**config.mk**
```make
export PLATFORM = sky130hd
export DESIGN_NAME = multicycle_control
export DESIGN_NICKNAME = d
export VERILOG_FILES = /design/src/rtl/multicycle_control.sv
export SDC_FILE = /design/constraint.sdc
export NUM_CORES = 1
export LEC_CHECK = 0
export CORE_MARGIN = 1
export CORE_UTILIZATION = 35
export CTS_CLUSTER_DIAMETER = 150
export DETAILED_ROUTE_END_ITERATION = 16
export HOLD_SLACK_MARGIN = 0.15
export PLACE_DENSITY = 0.84
export SLEW_MARGIN = 15
export SYNTH_ARGS = -nofsm -noshare
export SYNTH_HDL_FRONTEND = slang
export SYNTH_SLANG_ARGS = --single-unit
```
**constraint.sdc**
```tcl
create_clock -name Clock -period 1.6 [get_ports Clock]
set_input_delay 0.16 -clock Clock [delete_from_list [all_inputs] [get_ports Clock]]
set_output_delay 0.16 -clock Clock [all_outputs]
set_load 0.02 [all_outputs]
```
**src/rtl/multicycle_control.sv**
```systemverilog
`default_nettype none
// ============================================================================
//  Module   : multicycle_control
//  Purpose  : Moore-style main controller for a multicycle MIPS datapath
//             (lw, sw, R-type, beq, addi, j). Memory states optionally wait
//             on MemReady. A sticky Fault flag records illegal opcodes and
//             unused state encodings.
//  Revision : 1.0 - initial release
// ============================================================================
module multicycle_control #(
  parameter int unsigned MEM_WAIT = 1
) (
  input  logic       Clock,
  input  logic       Reset,
  input  logic [5:0] Op,
  input  logic       Zero,
  input  logic       MemReady,
  output logic       IorD,
  output logic       MemRead,
  output logic       MemWrite,
  output logic       IRWrite,
  output logic       RegDst,
  output logic       MemtoReg,
  output logic       RegWrite,
  output logic       ALUSrcA,
  output logic       PCEn,
  output logic [1:0] ALUSrcB,
  output logic [1:0] ALUOp,
  output logic [1:0] PCSrc,
  output logic [3:0] State,
  output logic       Fault
);

  localparam logic [5:0] C_OP_LW    = 6'b100011;
  localparam logic [5:0] C_OP_SW    = 6'b101011;
  localparam logic [5:0] C_OP_RTYPE = 6'b000000;
  localparam logic [5:0] C_OP_BEQ   = 6'b000100;
  localparam logic [5:0] C_OP_ADDI  = 6'b001000;
  localparam logic [5:0] C_OP_J     = 6'b000010;

  typedef enum logic [3:0] {
    FETCH  = 4'd0,
    DECODE = 4'd1,
    MEMADR = 4'd2,
    MEMRD  = 4'd3,
    MEMWB  = 4'd4,
    MEMWR  = 4'd5,
    EXEC   = 4'd6,
    ALUWB  = 4'd7,
    BRANCH = 4'd8,
    ADDIEX = 4'd9,
    ADDIWB = 4'd10,
    JUMP   = 4'd11
  } state_t;

  state_t state_q, state_d;
  logic   fault_q, fault_d;
  logic   w_mem_done;
  logic   w_pc_write;
  logic   w_branch;

  // With MEM_WAIT=0 the memory is assumed to answer in one cycle.
  assign w_mem_done = (MEM_WAIT == 0) || MemReady;

  // Next-state and sticky-fault logic.
  always_comb begin
    state_d = state_q;
    fault_d = fault_q;
    case (state_q)
      FETCH:  if (w_mem_done) state_d = DECODE;
      DECODE: begin
        case (Op)
          C_OP_LW, C_OP_SW: state_d = MEMADR;
          C_OP_RTYPE:       state_d = EXEC;
          C_OP_BEQ:         state_d = BRANCH;
          C_OP_ADDI:        state_d = ADDIEX;
          C_OP_J:           state_d = JUMP;
          default: begin
            state_d = FETCH;
            fault_d = 1'b1;
          end
        endcase
      end
      MEMADR: state_d = (Op == C_OP_LW) ? MEMRD : MEMWR;
      MEMRD:  if (w_mem_done) state_d = MEMWB;
      MEMWB:  state_d = FETCH;
      MEMWR:  if (w_mem_done) state_d = FETCH;
      EXEC:   state_d = ALUWB;
      ALUWB:  state_d = FETCH;
      BRANCH: state_d = FETCH;
      ADDIEX: state_d = ADDIWB;
      ADDIWB: state_d = FETCH;
      JUMP:   state_d = FETCH;
      default: begin
        // Unused encoding: recover to FETCH and flag it.
        state_d = FETCH;
        fault_d = 1'b1;
      end
    endcase
  end

  // State and fault registers; reset drops straight into FETCH asynchronously.
  always_ff @(posedge Clock or negedge Reset) begin
    if (!Reset) begin
      state_q <= FETCH;
      fault_q <= 1'b0;
    end else begin
      state_q <= state_d;
      fault_q <= fault_d;
    end
  end

  // Moore output decode; only the FETCH write strobes look at MemReady/Reset
  // so a stalled or held-in-reset fetch never commits IR or PC.
  always_comb begin
    IorD       = 1'b0;
    MemRead    = 1'b0;
    MemWrite   = 1'b0;
    IRWrite    = 1'b0;
    RegDst     = 1'b0;
    MemtoReg   = 1'b0;
    RegWrite   = 1'b0;
    ALUSrcA    = 1'b0;
    ALUSrcB    = 2'b00;
    ALUOp      = 2'b00;
    PCSrc      = 2'b00;
    w_pc_write = 1'b0;
    w_branch   = 1'b0;
    case (state_q)
      FETCH: begin
        MemRead    = 1'b1;
        ALUSrcB    = 2'b01;
        IRWrite    = w_mem_done && Reset;
        w_pc_write = w_mem_done && Reset;
      end
      DECODE: ALUSrcB = 2'b11;
      MEMADR: begin
        ALUSrcA = 1'b1;
        ALUSrcB = 2'b10;
      end
      MEMRD: begin
        MemRead = 1'b1;
        IorD    = 1'b1;
      end
      MEMWB: begin
        RegWrite = 1'b1;
        MemtoReg = 1'b1;
      end
      MEMWR: begin
        MemWrite = 1'b1;
        IorD     = 1'b1;
      end
      EXEC: begin
        ALUSrcA = 1'b1;
        ALUOp   = 2'b10;
      end
      ALUWB: begin
        RegWrite = 1'b1;
        RegDst   = 1'b1;
      end
      BRANCH: begin
        ALUSrcA  = 1'b1;
        ALUOp    = 2'b01;
        PCSrc    = 2'b01;
        w_branch = 1'b1;
      end
      ADDIEX: begin
        ALUSrcA = 1'b1;
        ALUSrcB = 2'b10;
      end
      ADDIWB: RegWrite = 1'b1;
      JUMP: begin
        PCSrc      = 2'b10;
        w_pc_write = 1'b1;
      end
      default: ;
    endcase
  end

  assign PCEn  = w_pc_write | (w_branch & Zero);
  assign State = state_q;
  assign Fault = fault_q;

endmodule
`default_nettype wire

```
Word level (Yosys, flattened, before mapping)
Cells that the tools add are included.
{"block": "totals", "regBits": 5, "input_bits": 10, "output_inout_bits": 20}
{"block": "op_classes", "eq_ne": 20, "n_mux": 21, "bitwise": 3, "n_reduce_logical": 13}
{"op": "4-bit one-hot mux with 7 select lines", "count": 1}
{"op": "4-bit one-hot mux with 5 select lines", "count": 1}
{"op": "4-bit by 3-bit equality test with 1-bit output, second input constant", "count": 4}
{"op": "4-bit equality test, second input constant", "count": 4}
{"op": "6-bit equality test, second input constant", "count": 2}
{"op": "4-bit two-way mux", "count": 3}
{"op": "11-bit OR reduction", "count": 1}
{"op": "1-bit two-way mux", "count": 10}
{"op": "4-bit by 2-bit equality test with 1-bit output, second input constant", "count": 2}
{"op": "2-bit != test, second input constant", "count": 4}
{"op": "2-bit one-hot mux with 2 select lines", "count": 2}
{"op": "2-bit OR reduction", "count": 4}
{"op": "6-bit by 2-bit equality test with 1-bit output, second input constant", "count": 1}
{"op": "6-bit by 3-bit equality test with 1-bit output, second input constant", "count": 1}
{"op": "6-bit by 4-bit equality test with 1-bit output, second input constant", "count": 1}
{"op": "6-bit zero test", "count": 1}
{"op": "2-bit one-hot mux with 3 select lines", "count": 1}
{"op": "6-bit OR reduction", "count": 1}
{"op": "4-bit by 1-bit equality test with 1-bit output, second input constant", "count": 1}
{"op": "4-bit zero test", "count": 1}
{"op": "1-bit one-hot mux with 2 select lines", "count": 2}
{"op": "4-bit OR reduction", "count": 1}
{"op": "3-bit two-way mux", "count": 1}
{"op": "3-bit AND reduction", "count": 1}
{"op": "6 further kinds", "count": 6}

Depth between registers and ports, before layout
{"block": "depth", "depth_word": 4, "depth_mapped": 5}

Least setup slack after synthesis
Ideal clock, no wire load.
{"block": "synth_timing", "path_type": "register to output", "from": "register state_q[0] (netlist: State[0])", "to": "output port PCEn", "arrival_ns": 1.563, "t_required_ns": 1.440, "setup_slack_ns": -0.123, "stages_incl_launch_ff": 4, "cell_sequence": "dfrtp_1 clkbuf_1 nor3_1 a211o_1"}
{"block": "synth_between", "elab_chain_cells": 4}
{"element": "from (decl)", "line_no": "56", "rtl": "state_t state_q, state_d;"}
{"element": "from (signal assigned)", "line_no": "108", "rtl": "state_q <= state_d;"}
{"element": "4-bit equality test", "line_no": "129", "rtl": "case (state_q)"}
{"element": "1-bit two-way mux", "line_no": "129"}
{"element": "1-bit AND", "line_no": "180", "rtl": "assign PCEn = w_pc_write | (w_branch & Zero);"}
{"element": "1-bit OR *", "line_no": "180"}
{"element": "to (decl)", "line_no": "26", "rtl": "output logic PCEn,"}
Mark *: on every way between the ends. The rest lies on a longest branch, timed or not.

Final worst setup path
{"block": "layout_timing", "from": "register state_q[1] (netlist: State[1])", "to": "output port PCEn"}
The elaborated chain is that of the path after synthesis.

==> qor.log <==
INFO  placement      detailed_place.area=972um2
INFO  layout         final_layout_size_suffix_gt1_share=44.5%
INFO  yosys          combined_area_of_all_synthesized_cells=493um2
INFO  flow_run       maxCapViolations=0
INFO  critical_path  delay_of_the_slowest_cell_on_the_worst_path=0.42ns
INFO  layout         fill_cells=100
INFO  power          power.ir.vdd_worst=0.527mV
INFO  timing         slew_viol_final=0
INFO  yosys          ys_seq_elements=5
INFO  critical_path  critical_path.slowest_cell=dfrtp_1
INFO  die            num_rows=13
INFO  critical_path  critical_path.top_delay_family=flip-flops
INFO  critical_path  cp_num_buf_inv=2
INFO  grt            number_of_antenna_violations_at_the_first_check_in_global_routing=0
INFO  grt            grt.total_usage=23.5%
INFO  clocking       cts_sinks=5
INFO  critical_path  path_class=reg2out
INFO  die            die_width=39.5um
INFO  route          vias_per_cell=5.60
INFO  timing         timing.fmax=643MHz
INFO  placement      port-buffer-count=29
INFO  timing         fin_crit=1.55ns
INFO  timing         rsz0062_at_grt=true
INFO  clocking       cts_tree=yes
INFO  route          drc=0
INFO  power          p_per_area=849nW/um2
INFO  layout         layout.cells.most_common_list=buf_4, clkdlybuf4s50_1, nor2_1, nor3_1
INFO  grt            grt_start_max_net_pins=13
INFO  layout         finish.cell_count_without_fillers=134
INFO  layout         post-route-cell-area=975um2
INFO  layout         syn2layout_area_growth=97.7%
INFO  die            floorplan.core_area=1300um2
INFO  clocking       ctsLongestPathBuffers=2
INFO  yosys          sequential_cell_area_fraction_in_the_yosys_report=25.4%
INFO  yosys          synth_cells=67
INFO  clocking       ctsHoldBuffers=0
INFO  critical_path  cp-end-kind=output port
INFO  placement      globalplace.congestion=0.862
INFO  grt            wire_length_of_the_first_global_routing_pass=2490um
INFO  grt            aggregate_global_routing_overflow=0
INFO  route          totalWireLength=1820um
INFO  clocking       tritoncts.num_buffers=3
INFO  timing         fin_tns_setup=0ns
INFO  die            initial_core_util=37.9%
INFO  clocking       cts.clk_slew.worst_paths=0.05ns
INFO  timing         finalSetupViolations=0
INFO  timing         layout_worst_path_cycle_share=97.2%
INFO  power          total_leakage_power=0.458nW
INFO  route          first_iter_violations=21
INFO  layout         antennaDiodeCount=0
INFO  die            die_area=1560um2
INFO  placement      numPlacedInstances=130
INFO  critical_path  critPathArrivalTime=1.39ns
INFO  critical_path  required=1.44ns
INFO  clocking       ctsRootBufferMaster=clkbuf_4
INFO  yosys          post_synth.cell_area_avg=7.36um2
INFO  placement      detailedPlacementHpwl=1290um
INFO  timing         worst_slew_margin_rel=73.4%
INFO  yosys          yosys.cell_types.count=28
INFO  yosys          ys_warn_count=0
INFO  die            die_y=39.5um
INFO  clocking       clk_latency=0.25ns
INFO  yosys          mappedNetlistNets=77
INFO  critical_path  crit_chain=buf_4 -> nand2_1 -> nor2_2 -> a211o_1 -> buf_2
INFO  clocking       h-tree-depth=1
INFO  min_path       hold_class=in2async
INFO  critical_path  worstSetupStartpointType=register
INFO  layout         finalNetCount=130
INFO  timing         finalHoldViolations=0
INFO  timing         worstMarginPinSlew=0.397ns
INFO  timing         clock_skew=0.00243ns
INFO  layout         layout_commonest_cell=buf_4
INFO  route          routed_wire_length_per_instance=13.5um
INFO  die            floorplan.io_pins=30
INFO  route          firstDrtPassIters=4
INFO  grt            number_of_global_route_vias_before_repair=667
INFO  critical_path  worstPathMaxFanout=5
INFO  status         run_status=finished, final reports clean
INFO  route          ant_nets=0
INFO  route          dr_total_vias=750
through the flow:
step	worst slack [ns]	power [mW]	hold slack, ns	util, %
finish	0.0454	0.827	0.232	74.9
global placement	-0.151	0.679	0.458	74.7
CTS	-0.0450	0.816	0.233	76.2
floorplan	-0.00809	0.416	-0.136	-
detailed placement	-0.172	0.691	0.462	74.7
global route	-0.0451	0.881	0.231	74.9
worst reg2reg max path: stages, from the launching register on:
cell      delay (ns)
dfrtp_1         0.35
buf_4           0.20
nand2b_1        0.12
buf_4           0.17
or2_2           0.32
o41ai_2         0.20
final timing paths:
check / startpoint / end / slack [ns] / cells past startpoint
setup reg to reg: State[0]$_DFFE_PN0P_ / Fault$_DFFE_PN0P_ / 0.14 / 5
setup / recovery: State[1]$_DFFE_PN0P_ / PCEn / 0.05 / 5
hold reg to reg: Fault$_DFFE_PN0P_ / Fault$_DFFE_PN0P_ / 0.47 / 2
max in group asynchronous: Reset / State[3]$_DFFE_PN0P_ / 1.24 / 2
min in group Clock: Fault$_DFFE_PN0P_ / Fault$_DFFE_PN0P_ / 0.47 / 2
hold / removal: Reset / State[2]$_DFFE_PN0P_ / 0.23 / 2
power by group:
group / switching (mW) / internal [mW] / total [mW]
Combinational: 0.283 / 0.231 / 0.514
Clock: 0.0592 / 0.0947 / 0.154
Sequential: 0.0165 / 0.143 / 0.159
metal layers:
metal,part of all wire (%),wire (um),up-vias,global-route usage [%]
met2,54,983,40,48.0
met4,0.99,18,0,8.62
met5,0,0,-,0
met3,7.1,128,4,3.41
li1,-,-,357,-
met1,38,685,349,22.8
cells in the mapped netlist:
| library cell | count | area (um2) |
|---|---|---|
| dfrtp_1 | 5 | 125 |
| o221ai_1 | 1 | 8.76 |
| o21ai_1 | 1 | 5.00 |
| a22oi_1 | 1 | 7.51 |
| inv_1 | 1 | 3.75 |
| nand3_1 | 3 | 15.0 |
| a21oi_1 | 3 | 15.0 |
| nor2_1 | 8 | 30.0 |
| a211oi_1 | 1 | 7.51 |
| xnor2_1 | 3 | 26.3 |
| o311ai_0 | 1 | 8.76 |
| nand2b_1 | 6 | 37.5 |
| a211o_1 | 1 | 8.76 |
| a31oi_1 | 1 | 6.26 |
| o21a_1 | 1 | 7.51 |
| clkbuf_1 | 4 | 15.0 |
| o32ai_2 | 1 | 16.3 |
| or2_2 | 2 | 12.5 |
| nor4_1 | 1 | 6.26 |
| or4_4 | 1 | 11.3 |
| or3_2 | 2 | 15.0 |
| o41ai_1 | 2 | 17.5 |
| nand2_1 | 3 | 11.3 |
| o21ai_0 | 3 | 15.0 |
| nor3b_1 | 1 | 7.51 |
| nor3_1 | 8 | 40.0 |
| o22ai_1 | 1 | 6.26 |
| nor2b_1 | 1 | 6.26 |
flip-flops by register name (all words and copies together), names as in the netlist:
signal	cells
Fault	1
State	4
layout make-up:
cell class              count  area [um2]  area share (%)
well taps                  15        18.8            1.93
flip-flops and latches      5         128            13.1
repair buffers             52         409            42.0
inverters                   1        3.75           0.385
multi-input cells          57         389            39.9
clock buffers               4        26.3            2.70
timing repair:
item / 4_1_cts / 5_1_grt
buffers inserted: 0 / 0
setup endpoints to repair: 16 / 16
resized for setup: 41 / 22
logic make-up after synthesis:
group	Yosys count	synth area share, %
AO/OA/AOI/OAI	18	26.4
flip-flops	5	25.4
AND/OR/NAND/NOR	36	39.1
buffers and inverters	5	3.81
XOR/XNOR	3	5.33
No activity file was read; power rests on OpenSTA's default activity.
